**config.mk**
```make
export PLATFORM = sky130hd
export DESIGN_NAME = tick_interval_meter
export DESIGN_NICKNAME = d
export VERILOG_FILES = /design/src/rtl/tick_meter_pkg.sv /design/src/rtl/tick_interval_meter.sv
export SDC_FILE = /design/constraint.sdc
export NUM_CORES = 1
export LEC_CHECK = 0
export CAP_MARGIN = 20
export CORE_ASPECT_RATIO = 0.7
export CORE_MARGIN = 4
export CORE_UTILIZATION = 50
export CTS_BUF_LIST = sky130_fd_sc_hd__clkbuf_4
export DETAILED_ROUTE_END_ITERATION = 8
export PLACE_DENSITY = 0.71
export SLEW_MARGIN = 20
export SYNTH_ARGS = -nofsm -noshare
export SYNTH_HDL_FRONTEND = slang
export SYNTH_SLANG_ARGS = --single-unit
```
**constraint.sdc**
```tcl
create_clock -name clk_i -period 8.1 [get_ports clk_i]
set_input_delay 2.43 -clock clk_i [delete_from_list [all_inputs] [get_ports clk_i]]
set_output_delay 2.43 -clock clk_i [all_outputs]
set_load 0.01 [all_outputs]
```
**src/rtl/tick_meter_pkg.sv**
```systemverilog
// Shared types and defaults for the tick interval meter.
package tick_meter_pkg;

  localparam int unsigned DEFAULT_MAX_COUNT = 1023;

  typedef enum logic [1:0] {
    IDLE    = 2'd0,
    MEASURE = 2'd1,
    TIMEOUT = 2'd2
  } state_t;

endpackage

```
**src/rtl/tick_interval_meter.sv**
```systemverilog
// Measures cycles between strobes on tick_i and tracks min/max interval;
// flags a timeout when no strobe arrives within MAX_COUNT cycles.
//
// state   | meaning
// IDLE    | waiting for the first tick, which only arms the meter
// MEASURE | counting cycles since the last tick
// TIMEOUT | no tick for MAX_COUNT cycles; the interval is unknown
module tick_interval_meter
  import tick_meter_pkg::*;
#(
  parameter int unsigned MAX_COUNT = DEFAULT_MAX_COUNT,
  localparam int unsigned WIDTH = $clog2(MAX_COUNT + 1)
) (
  input  logic             clk_i,
  input  logic             rst_i,
  input  logic             tick_i,
  input  logic             clear_i,
  output logic [WIDTH-1:0] period_o,
  output logic             valid_o,
  output logic [WIDTH-1:0] min_o,
  output logic [WIDTH-1:0] max_o,
  output logic             timeout_o
);

  localparam logic [WIDTH-1:0] ACC_LAST  = WIDTH'(MAX_COUNT - 1);
  localparam logic [WIDTH-1:0] MIN_RESET = WIDTH'(MAX_COUNT);

  state_t           state_q, state_d;
  logic [WIDTH-1:0] acc_q, acc_d;
  logic [WIDTH-1:0] period_q, period_d;
  logic [WIDTH-1:0] min_q, min_d;
  logic [WIDTH-1:0] max_q, max_d;
  logic             valid_q, valid_d;
  logic             timeout_q, timeout_d;
  logic [WIDTH-1:0] acc_inc;

  // acc never exceeds MAX_COUNT-1, so the increment cannot wrap
  assign acc_inc = acc_q + WIDTH'(1);

  always_comb begin
    state_d   = state_q;
    acc_d     = acc_q;
    period_d  = period_q;
    min_d     = min_q;
    max_d     = max_q;
    valid_d   = 1'b0;
    timeout_d = timeout_q;

    if (clear_i) begin
      state_d   = IDLE;
      acc_d     = '0;
      period_d  = '0;
      min_d     = MIN_RESET;
      max_d     = '0;
      timeout_d = 1'b0;
    end else begin
      unique case (state_q)
        IDLE: begin
          if (tick_i) begin
            state_d = MEASURE;
            acc_d   = '0;
          end
        end
        MEASURE: begin
          if (tick_i) begin
            period_d = acc_inc;
            valid_d  = 1'b1;
            acc_d    = '0;
            if (acc_inc < min_q) min_d = acc_inc;
            if (acc_inc > max_q) max_d = acc_inc;
          end else if (acc_q == ACC_LAST) begin
            state_d   = TIMEOUT;
            timeout_d = 1'b1;
          end else begin
            acc_d = acc_inc;
          end
        end
        TIMEOUT: begin
          if (tick_i) begin
            state_d   = MEASURE;
            acc_d     = '0;
            timeout_d = 1'b0;
          end
        end
        default: state_d = IDLE;
      endcase
    end
  end

  always_ff @(posedge clk_i) begin
    if (rst_i) begin
      state_q   <= IDLE;
      acc_q     <= '0;
      period_q  <= '0;
      min_q     <= MIN_RESET;
      max_q     <= '0;
      valid_q   <= 1'b0;
      timeout_q <= 1'b0;
    end else begin
      state_q   <= state_d;
      acc_q     <= acc_d;
      period_q  <= period_d;
      min_q     <= min_d;
      max_q     <= max_d;
      valid_q   <= valid_d;
      timeout_q <= timeout_d;
    end
  end

  assign period_o  = period_q;
  assign valid_o   = valid_q;
  assign min_o     = min_q;
  assign max_o     = max_q;
  assign timeout_o = timeout_q;

endmodule

```
## Yosys cells after proc, flatten, opt, wreduce, memory -nomap -nowiden

Index checks and enable logic that the tools add are counted.

| word-level totals | value |
|---|---|
| output and inout bits | 32 |
| input bits | 4 |
| bits in registers | 44 |
| word-level logic and storage cells | 44 |

| operators by class | value |
|---|---|
| add/sub/neg operators | 1 |
| equal/unequal tests | 8 |
| order comparisons | 2 |
| reductions and logical operators | 12 |
| bitwise logic cells | 1 |
| multiplexer cells | 13 |

Operators with widths:

| cell | count |
|---|---|
| $mux 10 | 3 |
| $pmux 10 s2 | 1 |
| $reduce_and 3->1 | 4 |
| $add 10x1->10 const B | 1 |
| $eq 10x10->1 const B | 1 |
| $gt 10x10->1 | 1 |
| $lt 10x10->1 | 1 |
| $mux 2 | 3 |
| $ne 2x2->1 const B | 3 |
| $mux 1 | 4 |
| $pmux 2 s2 | 1 |
| $reduce_and 4->1 | 1 |
| $reduce_bool 2->1 | 2 |
| $reduce_or 2->1 | 2 |
| $ne 3x3->1 const B | 1 |
| $reduce_or 3->1 | 1 |
| $eq 2x1->1 const B | 1 |
| $eq 2x2->1 const B | 1 |
| $logic_not 2->1 | 1 |
| $ne 2x1->1 const B | 1 |
| $pmux 1 s2 | 1 |
| $reduce_and 2->1 | 1 |
| $not 1->1 | 1 |

## Depth between registers and ports, before layout

Gate-level depths: netlist of run 1.

| depth | value |
|---|---|
| word-level depth | 4 |
| gate-level depth with buffers | 12 |
| mapped depth without buffers | 11 |

## Worst setup path before layout of run 1

No wires, ideal clock.

| timing path | value |
|---|---|
| path type | input port to flip-flop |
| start | input port tick_i |
| end | register min_q[0] (netlist: min_o[0]) |
| setup time | 130 ps |
| path slack | 4,568 ps |
| data required time | 7,970 ps |
| buffers on the path | 2 |
| arrival | 3,402 ps |
| stages | 6 |
| cell sequence | buf_2 -> nand3b_4 -> a211o_1 -> buf_1 -> nor3_1 -> o21ai_1 |

| on the way | value |
|---|---|
| longest elaborated chain between the ends | 1 |

Ends and longest elaborated chain:

| item | RTL line | source |
|---|---|---|
| from (decl) | tick_interval_meter.sv:16 | `input logic tick_i,` |
| $reduce_and 3->1 (no line) | -- |  |
| to (signal assigned) | tick_interval_meter.sv:103 | `min_q <= min_d;` |
| to (decl) | tick_interval_meter.sv:31 | `logic [WIDTH-1:0] min_q, min_d;` |

No other way between the ends.
A chain may end at the register's enable or synchronous reset.

## Final worst setup path of run 1

| timing path | value |
|---|---|
| start | input port tick_i |
| end | register max_q[3] (netlist: max_o[3]) |

| on the way | value |
|---|---|
| longest elaborated chain between the ends | 1 |

Ends and longest elaborated chain:

| item | RTL line | source |
|---|---|---|
| $reduce_and 3->1 (no line) | -- |  |
| to (signal assigned) | tick_interval_meter.sv:104 | `max_q <= max_d;` |
| to (decl) | tick_interval_meter.sv:32 | `logic [WIDTH-1:0] max_q, max_d;` |

No other way between the ends.

==> results of run 1 <==
[cell type report]
type / instances / area share
clock buffer: 5 / 0.0131
sequential: 44 / 0.308
inverter: 31 / 0.0407
multi-input combinational: 195 / 0.477
clock inverter: 3 / 0.0149
timing repair buffer: 35 / 0.123
tap: 55 / 0.0241
[Yosys cell counts, types with 2 or more instances]
master     n  share of area
buf_2      4         0.0083
a21o_1     2         0.0062
nand2_1   18          0.028
nor3_1    30          0.062
buf_1      2         0.0031
nand3_1    7          0.015
nand4_1    4          0.010
nor2_1    17          0.027
and4_1     5          0.018
dfxtp_1   44           0.37
o21ai_0   15          0.031
xnor2_1    3          0.011
a21oi_1   24          0.050
o21ai_1   10          0.021
clkbuf_1   5         0.0078
a211oi_1  11          0.034
xor2_1     4          0.015
nand2b_1   2         0.0052
o21ai_2    2         0.0073
inv_1     30          0.047
ha_1      21           0.11
a211oi_2   2          0.010
a31oi_2    2          0.010
[state kept, by name (all words and copies together) (netlist names)]
signal and flops:
max_o 10, min_o 10, acc_q 10, state_q 2, timeout_o 1, period_o 10
valid_o 1
[tightest hold or removal path, cell delays in order, from the launching register on]
cell and delay, ns:
dfxtp_1 0.34, nand2_1 0.06, a21oi_1 0.05
[cell usage in the layout (no fill, tap or decap), types with 2 or more instances in the layout]
cell              n
a211oi_1         11
a211oi_2          2
a21o_1            2
a21oi_1          24
a31oi_2           2
and4_1            5
clkbuf_4          5
clkdlybuf4s50_1  35
dfxtp_1          44
ha_1             21
inv_1            30
nand2_1          18
nand2b_1          2
nand3_1           7
nand4_1           4
nor2_1           17
nor3_1           30
o21ai_0          15
o21ai_1          10
o21ai_2           2
xnor2_1           3
xor2_1            4
[report_power, final]
group          total, mW  internal [mW]  switching (mW)
logic             0.0359         0.0139          0.0220
clock network      0.140         0.0644          0.0752
registers          0.221          0.219         0.00228
total              0.397          0.297          0.0995
[cells by family (layout without fill, tap and decap cells)]
kind of cell / after synthesis / after routing / share of synthesized area
xor+xnor: 8 / 8 / 0.0323
fa+ha+maj: 21 / 21 / 0.109
compound gates: 78 / 78 / 0.235
buf+inv: 43 / 74 / 0.0708
simple gates: 88 / 88 / 0.185
flops: 44 / 44 / 0.367
[metal layers]
layer / share of wire / GRT usage / vias up / wire length, um
met3: 0.055 / 0.0432 / 8 / 316
met1: 0.55 / 0.323 / 976 / 3170
met5: 0 / 0 / - / 0
li1: - / - / 1058 / -
met2: 0.39 / 0.267 / 61 / 2220
met4: 0.010 / 0.0508 / 0 / 60
[how the worst max path moves through the flow]
stage	startpoint	to	slack, ns	depth (start not counted)
floorplan	tick_i	min_o[0]$_SDFFE_PP1P_	4.57	6
global placement	tick_i	period_o[7]$_SDFFE_PP0P_	3.70	4
detailed placement	tick_i	period_o[5]$_SDFFE_PP0P_	3.60	4
CTS	tick_i	period_o[0]$_SDFFE_PP0P_	3.96	4
global route	tick_i	period_o[5]$_SDFFE_PP0P_	4.01	4
finish	tick_i	max_o[3]$_SDFFE_PP0P_	4.19	5
==> metrics.txt, run 1 <==
P&R area growth vs syn=19.0%; Avg WL per Cell=15.7 um; syn_area_per_cell=8.52 um^2; Post-CTS Setup Inserts=0; CTS sink count=44; worst-case clock buffer depth=2; first-pass GRT wire length=9.63 mm; worst min-delay path class=flip-flop to flip-flop; overall power=0.397 mW; Initial Util=0.536; final hold violations=0; final core occ=0.638; Antenna Violating Nets Remaining=0; die extent in x=90.8 um; flops & latches, synth=44; slew margin rel.=0.427; leakage dissipation=1.21 nW; DRT Pass-1 Iters=5; drc violations=0; synth warn=0; I/O pin count=36; endpoint class of the critical path=flip-flop; total wire length=5.78 mm; Clock transition at path regs=0.14 ns; setup_tns=0 ns; max-slew violation count=0; power density over the cells=139 nW/um^2; R2R setup slack=4.83 ns; share of layout cells above drive strength 1=0.0799; post-route cell area=2860 um^2; Worst Path Required=8.40 ns; nets=337; DP Worst Slack=3.60 ns; Total GRT Usage=0.203; Syn Inst Count=282; Post-synth ARST share=0; worst hold slack=0.480 ns; reg2reg start=acc_q[0]$_SDFFE_PP0P_; fill count=400; H-tree depth=2; height of the chip=66.0 um; GP Congestion=0.839; Synth Net Count=307; Post-synth EDFFs=0; Vias=2103; FF/Latch Area=881 um^2; slowest cell delay on critical path=0.73 ns; # setup viols final=0; Multi-input gate area=1360 um^2; status=finished clean; largest net degree at the start of global routing=27; dpl cells=360; final non-filler cell total=368; Crit path buffers/inverters=1; antenna violations before repair=0; Worst Skew=0.0143 ns; Tmin final=3.91 ns; vias in the first global route=1832; top cell family by delay on the critical path=buffers and inverters; TritonCTS clock tree=built; Via density=5.71; Reg2Reg Capture Point=max_o[3]$_SDFFE_PP0P_; row count=20; Port-buffer cells=35; maximum fanout along the worst path=10; GRT Residual Overflow=0; R2R depth=11; core area=4480 um^2; Cell Area, Placed=2770 um^2; period utilization=0.482; Post-Syn Area=2400 um^2; Critical-path top delay cell=clkdlybuf4s50_1; root buffer cell=clkbuf_4; WHS Path Cells=2; Slew @ Worst Pin=0.856 ns; peak supply drop=0.0000748 V; worst hold start=timeout_o$_SDFFE_PP0P_; Die Area=6000 um^2; clk_lat worst skew=0.37 ns; Worst EP arrival=4.21 ns; post-DP HPWL=4.22 mm; fmax=256 MHz; max cap viols=0; Antenna diodes=0; hold buffer count at cts=0; post-cts sizing count=0; Yosys cell types=41; WHS Endpoint=timeout_o$_SDFFE_PP0P_; Crit Path Class=input pin to flip-flop; sequential fraction of the synthesis area=0.367; final setup margin=4.19 ns; ys flop type=dfxtp_1; RSZ-0062 raised after global routing=no; Starting DRT DRC Count=103; crit start category=input pin; CTS buffer count=5; Cell Chain, Critical Path=clkdlybuf4s50_1, nand3b_4, a31oi_2, a21oi_1, nor3_1
Note: power is estimated with default switching activity, not from simulation.
==> run 2: changes to the inputs <==
- clock period: 8.1 -> 3.7 ns (I/O delays scaled with it)
==> metrics.txt, run 2 (synthesis results as in run 1) <==
Multi-input gate area=1360 um^2; P&R area growth vs syn=19.5%; core area=4480 um^2; WHS Path Cells=2; Worst Skew=0.0202 ns; peak supply drop=0.000227 V; nets=339; Tmin final=3.15 ns; RSZ-0062 raised after global routing=no; post-DP HPWL=4.42 mm; leakage dissipation=1.22 nW; most frequent cells in the layout=dfxtp_1, clkdlybuf4s50_1, inv_1, nor3_1, a21oi_1; max-slew violation count=0; final setup margin=0.545 ns; first-pass GRT wire length=9.41 mm; worst min-delay path class=flip-flop to flip-flop; GRT Residual Overflow=0; period utilization=0.853; grt met2 use=0.270; antenna violations before repair=0; Total GRT Usage=0.198; commonest non-fill, non-tap cell in the layout=dfxtp_1; power density over the cells=305 nW/um^2; CTS buffer count=5; Crit Path Class=flip-flop to flip-flop; largest net degree at the start of global routing=27; Clock transition at path regs=0.15 ns; met1 Usage GRT=0.306; slew margin rel.=0.560; vias in the first global route=1881; crit start category=flip-flop; Die Area=6000 um^2; Avg WL per Cell=15.6 um; Antenna Violating Nets Remaining=0; maximum fanout along the worst path=10; total wire length=5.77 mm; reg2reg start=acc_q[0]$_SDFFE_PP0P_; post-cts sizing count=0; Antenna diodes=0; worst-case clock buffer depth=2; R2R setup slack=0.55 ns; Critical-path top delay cell=dfxtp_1; slowest cell delay on critical path=0.51 ns; endpoint class of the critical path=flip-flop; TritonCTS clock tree=built; Initial Util=0.536; share of layout cells above drive strength 1=0.0857; setup_tns=0 ns; final core occ=0.641; hold buffer count at cts=0; worst hold start=timeout_o$_SDFFE_PP0P_; Vias=2060; fill count=391; height of the chip=66.0 um; clk_lat worst skew=0.36 ns; FF/Latch Area=881 um^2; DRT Pass-1 Iters=4; Cell Chain, Critical Path=ha_1, nand3_1, xor2_1, inv_1, ha_1, nand4_1, a211oi_2, a2111o_1, a21oi_1, nor3_1; row count=20; Reg2Reg Capture Point=max_o[5]$_SDFFE_PP0P_; final hold violations=0; Post-CTS Setup Inserts=0; die extent in x=90.8 um; R2R depth=10; DP Worst Slack=0.641 ns; fmax=317 MHz; Slew @ Worst Pin=0.658 ns; Starting DRT DRC Count=153; layer with the highest usage=met1; Via density=5.57; root buffer cell=clkbuf_4; I/O pin count=36; H-tree depth=2; Crit path top cell by count=ha_1; drc violations=0; met3 Resource Use GR=0.0489; Worst EP arrival=3.45 ns; WHS Endpoint=timeout_o$_SDFFE_PP0P_; Port-buffer cells=35; CTS sink count=44; # setup viols final=0; status=finished clean; max cap viols=0; GP Congestion=0.894; Worst Path Required=3.99 ns
-- run 2: where the power goes --
group / internal [mW] / switching [mW]
registers: 0.480 / 0.00504
logic: 0.0309 / 0.0476
clock network: 0.145 / 0.168
-- run 2: critical path, delay by kind of cell, from the launching register on --
| family | cells | cell delay, ns |
|---|---|---|
| AOI/OAI and AO/OA | 3 | 0.85 |
| xor gates and xnor gates | 1 | 0.35 |
| adders and majority gates | 2 | 0.63 |
| buffers and inverters | 1 | 0.22 |
| DFF | 1 | 0.51 |
| and+or+nand+nor | 3 | 0.53 |
-- run 2: area by class of cell --
cell class / count / area share
clock inverter: 3 / 0.0161
sequential: 44 / 0.307
timing repair buffer: 37 / 0.127
multi-input combinational: 195 / 0.472
inverter: 31 / 0.0405
tap: 55 / 0.0240
clock buffer: 5 / 0.0131
-- run 2: routing by layer --
layer  vias up  share of wire
li1       1060              -
met1       934           0.53
met2        62           0.39
met3         4          0.066
met4         0         0.0073
met5         -              0
-- run 2: worst max-delay path by stage --
stage	endpoint	start	slack, ns	depth (start not counted)
2_1_floorplan	max_o[1]$_SDFFE_PP0P_	acc_q[0]$_SDFFE_PP0P_	1.07	12
3_3_place_gp	max_o[3]$_SDFFE_PP0P_	acc_q[0]$_SDFFE_PP0P_	0.74	10
3_5_place_dp	max_o[4]$_SDFFE_PP0P_	acc_q[0]$_SDFFE_PP0P_	0.64	10
4_1_cts	max_o[4]$_SDFFE_PP0P_	acc_q[0]$_SDFFE_PP0P_	0.62	10
5_1_grt	max_o[9]$_SDFFE_PP0P_	acc_q[0]$_SDFFE_PP0P_	0.33	11
6_report	max_o[5]$_SDFFE_PP0P_	acc_q[0]$_SDFFE_PP0P_	0.55	10
-- run 2: metrics by stage --
stage / power, mW / instances / hold WS [ns] / area (um^2)
3_3_place_gp: 0.573 / 362 / 0.466 / 2790
5_1_grt: 0.908 / 370 / 0.536 / 2870
3_5_place_dp: 0.573 / 362 / 0.472 / 2790
6_report: 0.876 / 370 / 0.485 / 2870
2_1_floorplan: 0.549 / 282 / 0.457 / 2400
4_1_cts: 0.880 / 370 / 0.492 / 2870
==> run 3: changes to the inputs <==
- CORE_MARGIN: 4 -> default
==> metrics.txt, run 3 (synthesis results as in run 1) <==
CTS buffer count=5; Avg WL per Cell=16.1 um; Worst Skew=0.0129 ns; final core occ=0.635; root buffer cell=clkbuf_4; Antenna Violating Nets Remaining=0; P&R area growth vs syn=18.4%; overall power=0.804 mW; post-DP HPWL=4.40 mm; endpoint class of the critical path=flip-flop; Total GRT Usage=0.259; core area=4480 um^2; crit start category=flip-flop; leakage dissipation=1.21 nW; power density over the cells=283 nW/um^2; DRT Pass-1 Iters=7; nets=339; Post-CTS Setup Inserts=0; maximum fanout along the worst path=10; DP Worst Slack=0.648 ns; Clock transition at path regs=0.14 ns; Crit Path Class=flip-flop to flip-flop; fmax=315 MHz; final setup margin=0.529 ns; H-tree depth=2; row count=20; RSZ-0062 raised after global routing=no; clk_lat worst skew=0.36 ns; drc violations=3; period utilization=0.857; slew margin rel.=0.578; worst min-delay path class=flip-flop to flip-flop; share of layout cells above drive strength 1=0.0825; Vias=2107; vias in the first global route=1961; failing checks=design-rule violations; Via density=5.69; peak supply drop=0.000174 V; first-pass GRT wire length=9.89 mm; Die Area=5090 um^2; Starting DRT DRC Count=140; fill count=403; Tmin final=3.17 ns; Antenna diodes=0; max cap viols=0; total wire length=5.96 mm; R2R setup slack=0.53 ns; Worst EP arrival=3.45 ns; largest net degree at the start of global routing=27; antenna violations before repair=0; Slew @ Worst Pin=0.631 ns; most frequent cells in the layout=dfxtp_1, clkdlybuf4s50_1, inv_1, nor3_1, a21oi_1; height of the chip=60.0 um; status=finished with violations; TritonCTS clock tree=built; post-cts sizing count=0; CTS sink count=44; GRT Residual Overflow=0; Port-buffer cells=35; worst-case clock buffer depth=2; I/O pin count=36; final hold violations=0; GP Congestion=0.877; commonest non-fill, non-tap cell in the layout=dfxtp_1; Initial Util=0.536; Worst Path Required=3.98 ns; hold buffer count at cts=0; die extent in x=84.8 um; setup_tns=0 ns; # setup viols final=0; max-slew violation count=0
==> run 3: worst paths after layout <==
check	depth (start not counted)	from	end
setup / recovery	10	acc_q[0]$_SDFFE_PP0P_	max_o[3]$_SDFFE_PP0P_
hold / removal	2	timeout_o$_SDFFE_PP0P_	timeout_o$_SDFFE_PP0P_
setup reg to reg	10	acc_q[0]$_SDFFE_PP0P_	max_o[3]$_SDFFE_PP0P_
hold reg to reg	2	timeout_o$_SDFFE_PP0P_	timeout_o$_SDFFE_PP0P_
==> run 3: final cells by class <==
class                           instances  area (um^2)  share of cell area
Multi-Input combinational cell        195         1360               0.477
Tap cell                               55         68.8              0.0242
Sequential cell                        44          881               0.310
Inverter                               31          116              0.0409
Timing Repair Buffer                   37          365               0.128
Clock inverter                          2         11.3             0.00396
Clock buffer                            6         45.0              0.0158
==> run 3: worst max-delay path: stages (launching register included) <==
cell	delay [ns]
dfxtp_1	0.51
ha_1	0.28
nand3_1	0.14
xor2_1	0.33
inv_1	0.20
ha_1	0.34
nand4_1	0.19
a211oi_2	0.38
a2111o_1	0.34
a21oi_1	0.12
nor3_1	0.24
==> run 3: metrics by stage <==
step | cells | hold WS [ns] | area (um^2)
after floorplan | 282 | 0.457 | 2400
after global placement | 362 | 0.458 | 2790
after detailed placement | 362 | 0.471 | 2790
after CTS | 370 | 0.494 | 2840
after global routing | 370 | 0.513 | 2840
final | 370 | 0.501 | 2840
==> run 3: power breakdown <==
group	switching [mW]	total [mW]	leakage [nW]	internal [mW]
clock network	0.161	0.241	0.0293	0.0799
registers	0.00513	0.485	0.356	0.480
logic	0.0477	0.0787	0.825	0.0310
==> run 3: routing by layer <==
layer	up-vias	routed length (um)	track usage
li1	1059	-	-
met1	978	3080	0.381
met2	64	2420	0.383
met3	6	401	0.0497
met4	0	68	0.0799
met5	-	0	0
